$ cat src/rtl/pic_cmd_sequencer.sv
// Command-word sequencer for the 8259-compatible PIC: ICW1..ICW4 init walk, OCW1/2/3 decode, register reads.
// Optional cascade support (ICW3 state and storage, programmable SNGL) is enabled by defining PIC_CASCADE_EN.
module pic_cmd_sequencer #(
    parameter logic [7:0] RESET_IMR = 8'hFF
) (
    input  logic       clk,
    input  logic       reset,
    input  logic       wr_stb,
    input  logic       rd_stb,
    input  logic       a0,
    input  logic [7:0] din,
    input  logic [7:0] irr_in,
    input  logic [7:0] isr_in,
    output logic [7:0] dout,
    output logic       ready,
    output logic       ltim,
    output logic       sngl,
    output logic       ic4,
    output logic [4:0] vector_base,
    output logic [7:0] icw3,
    output logic       aeoi,
    output logic       sfnm,
    output logic       buf_mode,
    output logic       m_s,
    output logic       upm,
    output logic [7:0] imr,
    output logic       ocw2_stb,
    output logic       ocw2_r,
    output logic       ocw2_sl,
    output logic       ocw2_eoi,
    output logic [2:0] ocw2_lvl,
    output logic       rd_isr_sel,
    output logic       smm,
    output logic       poll_stb,
    output logic       seq_err
);
    typedef enum logic [2:0] {UNINIT, W_ICW2, W_ICW3, W_ICW4, READY} state_t;

    state_t      state_q, state_d;
    logic [7:0]  dout_q, dout_d, imr_q, imr_d;
    logic [2:0]  icw1_q, icw1_d;       // {ltim, sngl, ic4}
    logic [4:0]  vb_q, vb_d;
    logic [4:0]  icw4_q, icw4_d;       // {sfnm, buf_mode, m_s, aeoi, upm}
    logic [5:0]  ocw2_q, ocw2_d;       // {r, sl, eoi, lvl[2:0]}
    logic        rd_isr_sel_q, rd_isr_sel_d, smm_q, smm_d;
    logic        ocw2_stb_q, ocw2_stb_d, poll_stb_q, poll_stb_d, seq_err_q, seq_err_d;
    logic        icw1_hit;
`ifdef PIC_CASCADE_EN
    logic [7:0]  icw3_q, icw3_d;
`endif

    assign icw1_hit = wr_stb & ~a0 & din[4];

    always_comb begin
        state_d      = state_q;
        dout_d       = dout_q;
        imr_d        = imr_q;
        icw1_d       = icw1_q;
        vb_d         = vb_q;
        icw4_d       = icw4_q;
        ocw2_d       = ocw2_q;
        rd_isr_sel_d = rd_isr_sel_q;
        smm_d        = smm_q;
        ocw2_stb_d   = 1'b0;
        poll_stb_d   = 1'b0;
        seq_err_d    = 1'b0;
`ifdef PIC_CASCADE_EN
        icw3_d       = icw3_q;
`endif
        // Read mux uses current register values, so a same-cycle write is not visible.
        if (rd_stb)
            dout_d = a0 ? imr_q : (rd_isr_sel_q ? isr_in : irr_in);

        if (icw1_hit) begin
`ifdef PIC_CASCADE_EN
            icw1_d = {din[3], din[1], din[0]};
`else
            icw1_d = {din[3], 1'b1, din[0]};
`endif
            imr_d        = 8'h00;
            smm_d        = 1'b0;
            rd_isr_sel_d = 1'b0;
            icw4_d       = 5'd0;
            state_d      = W_ICW2;
        end else if (wr_stb) begin
            case (state_q)
                UNINIT: seq_err_d = ~a0;
                W_ICW2: begin
                    if (a0) begin
                        vb_d = din[7:3];
`ifdef PIC_CASCADE_EN
                        if (!icw1_q[1]) state_d = W_ICW3; else
`endif
                        if (icw1_q[0]) state_d = W_ICW4;
                        else           state_d = READY;
                    end else
                        seq_err_d = 1'b1;
                end
`ifdef PIC_CASCADE_EN
                W_ICW3: begin
                    if (a0) begin
                        icw3_d  = din;
                        state_d = icw1_q[0] ? W_ICW4 : READY;
                    end else
                        seq_err_d = 1'b1;
                end
`endif
                W_ICW4: begin
                    if (a0) begin
                        icw4_d  = din[4:0];
                        state_d = READY;
                    end else
                        seq_err_d = 1'b1;
                end
                READY: begin
                    if (a0)
                        imr_d = din;
                    else if (!din[3]) begin
                        ocw2_d     = {din[7:5], din[2:0]};
                        ocw2_stb_d = 1'b1;
                    end else begin
                        if (din[1]) rd_isr_sel_d = din[0];
                        if (din[6]) smm_d = din[5];
                        poll_stb_d = din[2];
                    end
                end
                default: state_d = UNINIT;
            endcase
        end
    end

    always_ff @(posedge clk or posedge reset) begin
        if (reset) begin
            state_q      <= UNINIT;
            dout_q       <= 8'h00;
            imr_q        <= RESET_IMR;
            icw1_q       <= 3'd0;
            vb_q         <= 5'd0;
            icw4_q       <= 5'd0;
            ocw2_q       <= 6'd0;
            rd_isr_sel_q <= 1'b0;
            smm_q        <= 1'b0;
            ocw2_stb_q   <= 1'b0;
            poll_stb_q   <= 1'b0;
            seq_err_q    <= 1'b0;
        end else begin
            state_q      <= state_d;
            dout_q       <= dout_d;
            imr_q        <= imr_d;
            icw1_q       <= icw1_d;
            vb_q         <= vb_d;
            icw4_q       <= icw4_d;
            ocw2_q       <= ocw2_d;
            rd_isr_sel_q <= rd_isr_sel_d;
            smm_q        <= smm_d;
            ocw2_stb_q   <= ocw2_stb_d;
            poll_stb_q   <= poll_stb_d;
            seq_err_q    <= seq_err_d;
        end
    end

`ifdef PIC_CASCADE_EN
    always_ff @(posedge clk or posedge reset) begin
        if (reset) icw3_q <= 8'h00;
        else       icw3_q <= icw3_d;
    end
    assign icw3 = icw3_q;
`else
    assign icw3 = 8'h00;
`endif

    assign ready       = (state_q == READY);
    assign dout        = dout_q;
    assign imr         = imr_q;
    assign {ltim, sngl, ic4} = icw1_q;
    assign vector_base = vb_q;
    assign {sfnm, buf_mode, m_s, aeoi, upm} = icw4_q;
    assign {ocw2_r, ocw2_sl, ocw2_eoi, ocw2_lvl} = ocw2_q;
    assign rd_isr_sel  = rd_isr_sel_q;
    assign smm         = smm_q;
    assign ocw2_stb    = ocw2_stb_q;
    assign poll_stb    = poll_stb_q;
    assign seq_err     = seq_err_q;
endmodule

$ cat config.mk
export PLATFORM = sky130hd
export DESIGN_NAME = pic_cmd_sequencer
export DESIGN_NICKNAME = d
export VERILOG_FILES = /design/src/rtl/pic_cmd_sequencer.sv
export SDC_FILE = /design/constraint.sdc
export NUM_CORES = 1
export LEC_CHECK = 0
export CAP_MARGIN = 5
export CORE_ASPECT_RATIO = 2
export CORE_MARGIN = 10
export CORE_UTILIZATION = 47
export CTS_CLUSTER_DIAMETER = 60
export DETAILED_ROUTE_END_ITERATION = 10
export PLACE_DENSITY = 0.94
export SLEW_MARGIN = 15
export SYNTH_ARGS = -nofsm -noshare
export SYNTH_HDL_FRONTEND = slang
export SYNTH_SLANG_ARGS = --single-unit
$ cat constraint.sdc
create_clock -name clk -period 3.9 [get_ports clk]
set_input_delay 0.585 -clock clk [delete_from_list [all_inputs] [get_ports clk]]
set_output_delay 0.585 -clock clk [all_outputs]
set_load 0.005 [all_outputs]
* Word-level counts from Yosys, hierarchy flattened
Index checks and enable logic that the tools add are counted.
** Word-level totals
- Bits of input ports :: 29
- Output and inout bits :: 49
- Word-level logic and storage cells :: 83
- Bits in registers :: 43
** Operators by class
- Eq/ne operators :: 7
- Muxes and demuxes :: 42
- Bitwise logic cells :: 5
- Reductions and logical operators :: 17
** Operators by type and width (number)
- 2-to-1 mux 8 bit :: 6
- 2-to-1 mux 1 bit :: 25
- 2-to-1 mux 5 bit :: 4
- 2-to-1 mux 3 bit :: 5
- AND reduction 5 bit :: 3
- nonzero test 2 bit :: 7
- case mux 3 bit (3 select lines) :: 1
- AND reduction 4 bit :: 2
- inequality test 3 bit (second input constant) :: 2
- AND reduction 3 bit :: 2
- inequality test 2 x 1 -> 1 bit (second input constant) :: 2
- OR reduction 2 bit :: 2
- == test 3 x 1 -> 1 bit (second input constant) :: 1
- == test 3 x 2 -> 1 bit (second input constant) :: 1
- == test 3 bit (second input constant) :: 1
- logical NOT 3 bit :: 1
- inverter 1 bit :: 3
- bitwise AND 1 bit :: 2
- case mux 1 bit (2 select lines) :: 1

* Depth between registers and ports, before layout
- Word-level depth :: 6
- Gate-level depth with buffers :: 5

* Worst setup path before layout
No wires, ideal clock.
- Path kind :: reg2out
- Start point :: register state_q[1]
- End point :: output ready
- Cell stages (with the launch flop) :: 4
- Slack :: 2.329 ns
- Buffers on the path :: 2
- Required time :: 3.315 ns
- Arrival :: 0.986 ns
- Cell sequence :: dfrtp_1 -> buf_2 -> nor3b_4 -> buf_2
** Between the ends
- Longest elaborated chain between the ends :: 1
** Ends and longest elaborated chain
- start: declaration :: RTL line 39 : state_t state_q, state_d;
- start signal: assignment :: RTL line 147 : state_q <= state_d;
- == test 3 bit :: RTL line 172 : assign ready = (state_q == READY);
- end: declaration :: RTL line 15 : output logic ready,
No other way between the ends.

* Final worst setup path
Same ends and word-level chain as after synthesis.

==> impl_metrics.json <==
{
  "fp.dieW_um": 66.8,
  "p_leak_nw": 1.17,
  "vias": 1575,
  "critical_path.max_fanout": 15,
  "cp_data_arrival_time_ns": 1.98,
  "nets": 280,
  "clock_sinks": 43,
  "clock_path_buffers": 2,
  "cts_tree": "built",
  "first_global_vias": 1714,
  "startpoint_type": "flip-flop",
  "tns_ns": 0,
  "worst_ir_drop_vdd_v": 0.000393,
  "p_per_area_mw_per_mm2": 444,
  "h-tree-depth": 2,
  "synthMostInstantiatedCell": "dfrtp_1",
  "diodes": 0,
  "finalWeightedCongestion": 0.834,
  "synth-seq-cells": 43,
  "track_usage_pct": 14.4,
  "hold_buffers": 0,
  "core_area_mm2": 0.00430,
  "synth.area.top_cells": "dfrtp_1, dfstp_2, mux2_2, nand2_1, o21ai_0",
  "finalSetupViolCount": 0,
  "worstHoldStart": "icw1_q[1]$_DFFE_PP0P_",
  "fmax_mhz": 390,
  "synthesis.area_mm2": 0.00206,
  "viasPerCell": 5.15,
  "drt_first_pass_iters": 4,
  "end_kind": "output pin",
  "yosysTopAreaCellShare_pct": 42.5,
  "drc_errors": 0,
  "yosysSeqAreaShare_pct": 52.7,
  "ys_top_cells_by_count": "dfrtp_1, nand2_1, o21ai_0",
  "wirelength_mm": 5.42,
  "min_path_type": "reg -> reg",
  "cp_data_required_time_ns": 3.31,
  "port_buffers": 69,
  "synth_edf_count": 0,
  "fin_crit_sh_pct": 65.7,
  "io_pins": 78,
  "reg2reg_depth": 3,
  "wl_per_cell_um": 17.7,
  "r2r-start": "state_q[1]$_DFFE_PP0P_",
  "synth_mux_area_share_pct": 17.2,
  "hold_viol_final": 0,
  "synth_warnings": 0,
  "crit_start": "state_q[1]$_DFFE_PP0P_",
  "min_period_ns": 2.56,
  "endpoint": "ready",
  "clk_latency_ns": 0.30,
  "cts_buffers": 5,
  "tightest_slew_ns": 0.718,
  "hpwl_mm": 4.34,
  "cts_setup_buffers": 0,
  "chipHeight_um": 114,
  "drive_above_1_share_pct": 16.7,
  "async_reset_ff_share_pct": 100,
  "rrSetupSlack_ns": 2.12,
  "nFillCells": 342,
  "grt_overflow": 0,
  "synth_compound_area_share_pct": 7.28,
  "clk_pin_slew_ns": 0.08,
  "final_max_slew_viol_count": 0,
  "synth_top_family_by_area": "multiplexers",
  "synth_top_area_cell": "dfrtp_1",
  "ant_nets": 0,
  "avgSynthCellArea_um2": 10.9,
  "yosys.area_share.simple_pct": 15.7,
  "grt_max_degree": 44,
  "worst_clock_skew_ns": 0.0109,
  "cts_resized": 0,
  "slew_headroom_pct": 52.0,
  "synth.distinct_cells": 35,
  "antenna_found_initial": 0,
  "rsz0062_at_grt": "false",
  "hold_depth": 1,
  "maxCapViolations": 0,
  "synth-main-ff-cell": "dfrtp_1",
  "row_count": 34,
  "final_cell_area_mm2": 0.00281,
  "synthCells": 189,
  "worstSetupPathType": "reg -> out",
  "dpl-instance-area_mm2": 0.00272,
  "synth_xor_area_share_pct": 0,
  "status": "finished clean",
  "worstReg2RegEnd": "ocw2_q[1]$_DFFE_PP0P_",
  "cts_root_buffer": "clkbuf_8",
  "die_area_mm2": 0.00760,
  "yosys.area_share.adder_pct": 0,
  "grt_pass1_wl_mm": 8.57,
  "drt_iter0_drc": 49,
  "initial_utilization_pct": 48.0,
  "syn_to_final_growth_pct": 36.3
}
[layout by cell type (no fill, tap or decap), types with 2 or more instances in the layout]
cell type and instances:
nand2b_1 2, mux2_2 16, nand2_1 28, dfstp_2 8
mux2i_1 10, mux2_4 5, clkbuf_8 6, nand4_1 3
clkdlybuf4s50_1 69, nor2_1 5, nand3_1 13, a21oi_1 2
conb_1 8, o21ai_0 21, dfrtp_1 35
[worst max-delay path, cell delays in order, from the launching register on]
cell and delay, ns:
dfrtp_1 0.51, nor3b_4 0.53, clkdlybuf4s50_1 0.63
[power breakdown]
part	switching (mW)	internal (mW)
clock	0.142	0.143
combinational	0.128	0.236
sequential	0.0626	0.535
[sequential cells by signal, indices dropped and copies added (netlist names)]
name,flops
ocw2_q,6
dout,8
imr,8
ocw2_stb,1
seq_err,1
icw1_q,3
poll_stb,1
vector_base,5
state_q,3
smm,1
rd_isr_sel,1
icw4_q,5
[metal layers]
metal	global-route usage (%)	wire (µm)	share of wire, %	vias up
li1	-	-	-	754
met1	14.1	1850	34	756
met2	26.6	3020	56	53
met3	3.83	413	7.6	12
met4	6.05	136	2.5	0
met5	0	0	0	-
[through the flow]
step	setup WS, ns	hold WS (ns)	std cells	power, mW	utilization, %
2_1_floorplan	2.33	0.459	196	0.753	-
3_3_place_gp	1.30	0.466	298	0.958	63.3
4_1_cts	1.34	0.481	306	1.26	65.4
3_5_place_dp	1.23	0.462	298	0.973	63.3
6_report	1.34	0.472	306	1.25	65.4
5_1_grt	1.25	0.508	306	1.31	65.4
[layout make-up]
| type | instances | area (µm²) | share of cell area [%] |
|---|---|---|---|
| inverters | 2 | 7.51 | 0.267 |
| clock inverters | 1 | 5.00 | 0.178 |
| repair buffers | 70 | 698 | 24.8 |
| multi-input cells | 129 | 860 | 30.6 |
| clock buffers | 7 | 86.3 | 3.07 |
| flip-flops and latches | 43 | 1090 | 38.6 |
| well taps | 54 | 67.6 | 2.40 |
[how the worst min path moves through the flow]
stage	end	slack [ns]
global route	imr[6]$_DFFE_PP1P_	0.51
floorplan	icw1_q[1]$_DFFE_PP0P_	0.46
finish	icw1_q[1]$_DFFE_PP0P_	0.47
global placement	icw1_q[1]$_DFFE_PP0P_	0.47
detailed placement	icw1_q[1]$_DFFE_PP0P_	0.46
CTS	icw1_q[1]$_DFFE_PP0P_	0.48
[cell families after synthesis]
kind of cell,count (synthesis)
compound gates,27
buf+inv,24
flops,43
mux,31
other cells,1
simple gates,63
Note: power is estimated with default switching activity, not from simulation.
